`config.mk`:
```
export PLATFORM = sky130hd
export DESIGN_NAME = inet_checksum_axis
export DESIGN_NICKNAME = d
export VERILOG_FILES = /design/src/rtl/inet_checksum_pkg.sv /design/src/rtl/csum_beat_adder.sv /design/src/rtl/inet_checksum_axis.sv
export SDC_FILE = /design/constraint.sdc
export NUM_CORES = 1
export LEC_CHECK = 0
export CAP_MARGIN = 20
export CORE_ASPECT_RATIO = 0.8
export CORE_MARGIN = 3
export CORE_UTILIZATION = 40
export DETAILED_ROUTE_END_ITERATION = 8
export PLACE_DENSITY = 0.65
export SYNTH_ARGS = -nofsm -noshare
export SYNTH_HDL_FRONTEND = slang
export SYNTH_SLANG_ARGS = --single-unit
```
`constraint.sdc`:
```
create_clock -name clk -period 2.7 [get_ports clk]
set_input_delay 0.54 -clock clk [delete_from_list [all_inputs] [get_ports clk]]
set_output_delay 0.54 -clock clk [all_outputs]
set_load 0.02 [all_outputs]
```
`src/rtl/inet_checksum_pkg.sv`:
```
// Shared types and helpers for the streaming Internet checksum engine.
// Also used by csum_beat_adder and inet_checksum_axis.
package inet_checksum_pkg;

   localparam int unsigned CSUM_W = 16;

   typedef enum logic [1:0] {
      ACCUM,
      FOLD1,
      FOLD2,
      OUT
   } state_t;

   // One end-around-carry fold of a 32-bit partial sum.
   function automatic logic [31:0] fold32(input logic [31:0] a);
      return 32'(a[31:16]) + 32'(a[15:0]);
   endfunction

endpackage

```
`src/rtl/csum_beat_adder.sv`:
```
// Combinational per-beat checksum adder: tkeep byte masking, then a sum of the
// big-endian 16-bit lane-pair words.
module csum_beat_adder
   import inet_checksum_pkg::*;
#(
   parameter int unsigned BYTES = 2,
   parameter int unsigned SUM_W = CSUM_W + $clog2(BYTES / 2) + 1
) (
   input  logic [BYTES-1:0]   tkeep_i,
   input  logic [8*BYTES-1:0] tdata_i,
   output logic [SUM_W-1:0]   beat_sum_o
);

   localparam int unsigned WORDS = BYTES / 2;

   logic [CSUM_W-1:0] words [WORDS];

   // Byte 2k is the high half of word k, so an odd trailing byte pads low.
   always_comb begin
      for (int k = 0; k < WORDS; k++) begin
         words[k] = {tdata_i[16*k +: 8] & {8{tkeep_i[2*k]}},
                     tdata_i[16*k+8 +: 8] & {8{tkeep_i[2*k+1]}}};
      end
   end

   always_comb begin
      beat_sum_o = '0;
      for (int k = 0; k < WORDS; k++) begin
         beat_sum_o = beat_sum_o + SUM_W'(words[k]);
      end
   end

endmodule

```
`src/rtl/inet_checksum_axis.sv`:
```
// Streaming RFC 1071 checksum engine: one 16-bit result beat per input packet.
// Define INET_CHECKSUM_SEED_EN to add the axis_i_seed pseudo-header partial sum.
module inet_checksum_axis
   import inet_checksum_pkg::*;
#(
   parameter int unsigned BYTES        = 2,
   parameter bit          ZERO_TO_FFFF = 1'b1
) (
   input  logic                clk,
   input  logic                sreset,
   output logic                axis_i_tready,
   input  logic                axis_i_tvalid,
   input  logic                axis_i_tlast,
   input  logic [BYTES-1:0]    axis_i_tkeep,
   input  logic [8*BYTES-1:0]  axis_i_tdata,
`ifdef INET_CHECKSUM_SEED_EN
   input  logic [CSUM_W-1:0]   axis_i_seed,
`endif
   input  logic                axis_o_tready,
   output logic                axis_o_tvalid,
   output logic                axis_o_tlast,
   output logic [CSUM_W-1:0]   axis_o_tdata
);

   localparam int unsigned SUM_W = CSUM_W + $clog2(BYTES / 2) + 1;

   state_t            state_q, state_d;
   logic [31:0]       acc_q, acc_d;
   logic [SUM_W-1:0]  beat_sum;
   logic [31:0]       seed_add;
   logic [CSUM_W-1:0] csum;

   csum_beat_adder #(
      .BYTES (BYTES),
      .SUM_W (SUM_W)
   ) u_beat_adder (
      .tkeep_i    (axis_i_tkeep),
      .tdata_i    (axis_i_tdata),
      .beat_sum_o (beat_sum)
   );

`ifdef INET_CHECKSUM_SEED_EN
   logic first_q, first_d;

   // The seed joins the sum only on the first accepted beat of a packet.
   always_comb begin
      seed_add = first_q ? 32'(axis_i_seed) : 32'd0;
      first_d  = first_q;
      if (state_q == ACCUM && axis_i_tvalid) begin
         first_d = 1'b0;
      end else if (state_q == OUT && axis_o_tready) begin
         first_d = 1'b1;
      end
   end

   always_ff @(posedge clk) begin
      if (sreset) begin
         first_q <= 1'b1;
      end else begin
         first_q <= first_d;
      end
   end
`else
   assign seed_add = 32'd0;
`endif

   assign axis_o_tlast = 1'b1;

   always_comb begin
      state_d       = state_q;
      acc_d         = acc_q;
      axis_i_tready = 1'b0;
      axis_o_tvalid = 1'b0;
      axis_o_tdata  = '0;
      csum          = ~acc_q[15:0];
      if (ZERO_TO_FFFF && csum == '0) begin
         csum = '1;
      end
      case (state_q)
         ACCUM: begin
            axis_i_tready = 1'b1;
            if (axis_i_tvalid) begin
               acc_d = fold32(acc_q) + 32'(beat_sum) + seed_add;
               if (axis_i_tlast) begin
                  state_d = FOLD1;
               end
            end
         end
         FOLD1: begin
            acc_d   = fold32(acc_q);
            state_d = FOLD2;
         end
         FOLD2: begin
            acc_d   = fold32(acc_q);
            state_d = OUT;
         end
         OUT: begin
            axis_o_tvalid = 1'b1;
            axis_o_tdata  = csum;
            if (axis_o_tready) begin
               acc_d   = '0;
               state_d = ACCUM;
            end
         end
         default: begin
            acc_d   = '0;
            state_d = ACCUM;
         end
      endcase
   end

   always_ff @(posedge clk) begin
      if (sreset) begin
         state_q <= ACCUM;
         acc_q   <= '0;
      end else begin
         state_q <= state_d;
         acc_q   <= acc_d;
      end
   end

endmodule

```
[Word level (Yosys, flattened, before mapping)]
Cells that the tools add are included.
Word-level totals
  register bits: 34
  output and inout port bits: 19
  word-level logic and storage cells: 29
Operators by class
  add/subtract/negate cells: 2
  equal/unequal tests: 6
  multiplexer cells: 11
  bitwise operators: 3
  reduce and logical (&&, ||, !) cells: 5
Operators with widths (count)
  one-hot mux 32 bit (3 select lines): 1
  2-to-1 mux 32 bit: 2
  adder 32 x 16 -> 32 bit: 1
  2-to-1 mux 16 bit: 2
  adder 16 x 16 -> 17 bit: 1
  AND 8 bit: 2
  zero test 16 bit: 1
  inverter 16 bit: 1
  one-hot mux 2 bit (4 select lines): 1
  2-to-1 mux 2 bit: 3
  != test 2 bit, second input constant: 3
  == test 2 bit, second input constant: 2
  AND reduction 3 bit: 1
  == test 2 x 1 -> 1 bit, second input constant: 1
  zero test 2 bit: 1
  2-to-1 mux 1 bit: 2
  AND reduction 2 bit: 1
  OR reduction 2 bit: 1

[Depth between registers and ports, before layout]
  depth after elaboration: 4
  depth in mapped cells: 14

[Modules after synthesis]
From an unflattened synthesis, not the netlist that was laid out.
Unflattened totals
  cells, all modules: 345
  area total of the unflattened synthesis: 2616.3 µm²
By module, submodules not included
  inet_checksum_axis: times used 1, cells an instance 327, area an instance 2504.9 µm², sequential area each 400.4 µm²
  csum_beat_adder: times used 1, cells an instance 18, area an instance 111.4 µm², sequential area each 0.0 µm²

[Worst setup path after synthesis]
No wires, ideal clock.
  kind: flip-flop to flip-flop
  start point: reg acc_q[0]
  end point: reg acc_q[14]
  library setup time: 131 ps
  arrival: 2835 ps
  data required time: 2569 ps
  slack: -265 ps
  stages on the path, launching flop included: 14
  path buffers: 2
  path through: dfxtp_1 -> ha_1 -> fa_1 -> and3_1 -> buf_2 -> nand3_1 -> xnor2_2 -> ha_1 -> clkbuf_1 -> nand4_1 -> nor4bb_4 -> a2111oi_4 -> xor2_1 -> o22ai_1
Between the ends
  longest elaborated chain between the ends: 4
RTL lines
  start, declared: RTL line inet_checksum_axis.sv:28  | logic [31:0] acc_q, acc_d;
  start signal, assigned: RTL line inet_checksum_axis.sv:115  | acc_q <= '0;
  start signal, assigned: RTL line inet_checksum_axis.sv:118  | acc_q <= acc_d;
  adder 16 x 16 -> 17 bit (*): RTL line inet_checksum_pkg.sv:16  | return 32'(a[31:16]) + 32'(a[15:0]);
  adder 32 x 16 -> 32 bit: RTL line inet_checksum_axis.sv:83  | acc_d = fold32(acc_q) + 32'(beat_sum) + seed_add;
  2-to-1 mux 32 bit: RTL line inet_checksum_axis.sv:82  | if (axis_i_tvalid) begin
  one-hot mux 32 bit (3 select lines) (*): RTL line inet_checksum_axis.sv:79  | case (state_q)
Every way passes the cells marked *; elsewhere a longest branch is shown, timed or not. The select of a mux whose other input is x is not followed.
A chain may end at the register's enable or synchronous reset.

[Final worst setup path]
  start point: reg acc_q[16]
  end point: reg acc_q[13]
Same word-level chain as after synthesis.

==> results.json <==
{
  "drc": 0,
  "crit_start": "acc_q[16]$_SDFFE_PP0P_",
  "swShare": 0.476,
  "synth_top_cell_by_area": "dfxtp_1",
  "slew_headroom": 0.612,
  "intPower_w": 0.00186,
  "clk_pin_slew_ps": 80,
  "wl_per_cell_um": 18.3,
  "ys_ff_latch": 20,
  "viasPerCell": 5.85,
  "setup_viol": 6,
  "reg2reg_depth": 12,
  "rsz0062_at_grt": "true",
  "fp-row-count": 25,
  "hold_violations": 0,
  "ant_nets": 0,
  "regArea_um2": 412,
  "r2r_start": "acc_q[16]$_SDFFE_PP0P_",
  "synth_nets": 368,
  "syn_inst": 322,
  "final_cells": 511,
  "ys_seq_area_frac": 0.156,
  "numClockSinks": 20,
  "p_per_area_nw_per_um2": 835,
  "fin_skew_ps": 8.34,
  "post-route-min-period_ps": 2790,
  "hold_path_depth": 2,
  "n_antenna_cell": 0,
  "io_pins": 42,
  "fin_total_pwr_w": 0.00355,
  "cts_tree": "built",
  "fmax_ghz": 0.359,
  "clkLatencyLatePin_ps": 280,
  "cp_max_fo": 6,
  "pwr-share-clk": 0.071,
  "grt_use_total": 0.233,
  "grt_max_degree": 25,
  "core_um2": 6070,
  "yosysUniqueCellTypes": 68,
  "dieArea_um2": 7440,
  "first_global_vias": 2836,
  "tightestPinTransition_ps": 581,
  "synth_area_leaders": "dfxtp_1 16%, ha_1 10%, xnor2_1 4.8%, a21oi_1 4.7%, a21boi_2 4.4%",
  "drive_gt1_frac": 0.463,
  "cp_data_required_time_ps": 2830,
  "path_class": "reg -> reg",
  "initial_utilization": 0.424,
  "vias": 2990,
  "postCtsHoldBufs": 0,
  "routed_wirelength_um": 9340,
  "clockRootBuffer": "clkbuf_8",
  "async_reset_ff_frac": 0,
  "gr-total-overflow": 0,
  "startpoint_type": "register",
  "fillers": 471,
  "power_frac_comb": 0.788,
  "min_period_over_period": 1.03,
  "synth.top_cells.by_count": "26 x nor2_1, 24 x a21oi_1, 21 x ha_1",
  "nets": 477,
  "syn_area_per_cell_um2": 7.99,
  "crit_path_end": "acc_q[13]$_SDFFE_PP0P_",
  "synth-edff-count": 0,
  "fin_ws_ps": -86.3,
  "dp_hpwl_um": 6250,
  "first_iter_violations": 202,
  "cp_data_arrival_time_ps": 2920,
  "r2r_end": "acc_q[13]$_SDFFE_PP0P_",
  "r2r_slack_ps": -90,
  "yosysTopAreaCellShare": 0.156,
  "fp.dieH_um": 77.7,
  "synth-main-ff-cell": "dfxtp_1",
  "pwr-share-seq": 0.141,
  "irDropWorstVdd_v": 0.000480,
  "power.switching_w": 0.00169,
  "cp-end-kind": "register",
  "yosysMostFrequentCell": "nor2_1",
  "hp-class": "reg -> reg",
  "antenna_found_initial": 0,
  "leakage_nw": 1.78,
  "placed_cells": 493,
  "violations": "setup timing",
  "area_growth_pct": 65.3,
  "cts-buffers-inserted": 3,
  "cts.path.max_buffers": 2,
  "yosys_warnings": 0,
  "cts_max_level": 1,
  "multi_input_area_um2": 2610,
  "gp_congestion": 0.893,
  "dp_slack_ps": -324,
  "die_w_um": 95.7,
  "outcome": "finished, violations left",
  "cap_violations": 0,
  "syn_area_um2": 2570,
  "first_pass_iters": 6,
  "drv_slew": 0,
  "numPortBuffers": 40,
  "grt_first_pass_wirelength_um": 13900
}
==> worst min path at each step <==
stage | slack [ps] | endpoint | from
3_3_place_gp | 520 | state_q[0]$_SDFFE_PP0P_ | state_q[0]$_SDFFE_PP0P_
2_1_floorplan | 490 | acc_q[16]$_SDFFE_PP0P_ | acc_q[16]$_SDFFE_PP0P_
5_1_grt | 550 | state_q[0]$_SDFFE_PP0P_ | state_q[0]$_SDFFE_PP0P_
3_5_place_dp | 520 | state_q[0]$_SDFFE_PP0P_ | state_q[0]$_SDFFE_PP0P_
6_report | 530 | state_q[0]$_SDFFE_PP0P_ | state_q[0]$_SDFFE_PP0P_
4_1_cts | 520 | acc_q[16]$_SDFFE_PP0P_ | acc_q[16]$_SDFFE_PP0P_
==> layout make-up <==
cell class,count,area share
Multi-Input combinational cell,271,0.614
Sequential cell,20,0.0968
Inverter,9,0.00794
Clock buffer,4,0.0129
Timing Repair Buffer,126,0.245
Tap cell,81,0.0238
==> cells in the final DEF, fill, tap and decap left out, types with 4 or more instances in the layout <==
| master | n |
|---|---|
| buf_4 | 78 |
| ha_4 | 14 |
| nand3_1 | 6 |
| a221oi_1 | 4 |
| a21boi_2 | 11 |
| dfxtp_1 | 15 |
| xnor2_1 | 8 |
| clkdlybuf4s50_1 | 24 |
| xor2_1 | 5 |
| nor2_1 | 24 |
| nand2_1 | 13 |
| ha_1 | 7 |
| clkbuf_2 | 7 |
| and2_1 | 17 |
| inv_1 | 9 |
| dlygate4sd2_1 | 8 |
| nand4_1 | 5 |
| a21boi_0 | 6 |
| nand3_4 | 4 |
| buf_6 | 7 |
| o21ai_0 | 14 |
| xnor2_2 | 6 |
| a21oi_1 | 19 |
| nor3_1 | 6 |
| a21o_1 | 4 |
| nand2_2 | 4 |
| a21oi_2 | 4 |
| xor2_2 | 4 |
| clkbuf_8 | 4 |
==> per-stage QoR <==
step	setup TNS [ps]	utilization	hold WS, ps	area, um2
6_report	-254	0.701	532	4250
5_1_grt	-1110	0.701	549	4250
4_1_cts	-249	0.642	517	3900
3_5_place_dp	-2680	0.589	518	3570
3_3_place_gp	-2080	0.589	516	3570
2_1_floorplan	-4.69	-	486	2640
==> power groups by stage <==
stage / clock, W / sequential, W / combinational (W)
5_1_grt: 0.000266 / 0.000514 / 0.00300
3_3_place_gp: 0 / 0.000497 / 0.00217
4_1_cts: 0.000252 / 0.000494 / 0.00238
3_5_place_dp: 0 / 0.000500 / 0.00219
6_report: 0.000252 / 0.000501 / 0.00280
2_1_floorplan: 0 / 0.000541 / 0.00136
==> flip-flops by register name, indices dropped and copies added (netlist names) <==
name / cells
acc_q: 18
state_q: 2
==> repair_timing <==
| action | CTS | global route |
|---|---|---|
| resized for setup | 63 | 64 |
| cloned | 0 | 1 |
| setup endpoints to repair | 26 | 28 |
| buffers inserted | 8 | 6 |
| pin swaps | 23 | 41 |
==> layer usage <==
layer / global-route usage / wire length, um / vias to the layer above
met5: 0 / 0 / -
met3: 0.0407 / 595 / 14
met4: 0.0611 / 162 / 0
li1: - / - / 1406
met1: 0.333 / 4150 / 1444
met2: 0.360 / 4430 / 126
==> worst max-delay path, cell delays in order, from the launching register on <==
cell and delay [ps]:
dfxtp_4 370, ha_4 170, fa_2 400, and3_4 250
xor2_2 220, ha_4 270, a21oi_2 170, o21ai_4 90
a31oi_4 190, buf_6 130, o221ai_4 120, o2111ai_2 100
o221ai_1 170
==> logic make-up (layout without fill, tap and decap cells) <==
group                      count (synthesis)  count (layout)  share of synthesized area
other                                      1               1                    0.00146
AOI/OAI and AO/OA                        107             107                      0.307
muxes                                      3               3                     0.0122
buffers and inverters                     32             139                     0.0554
adders and majority gates                 23              23                      0.118
and+or+nand+nor                          111             112                      0.260
xor gates and xnor gates                  25              25                     0.0909
DFF                                       20              20                      0.156
No activity file was read; power rests on OpenSTA's default activity.
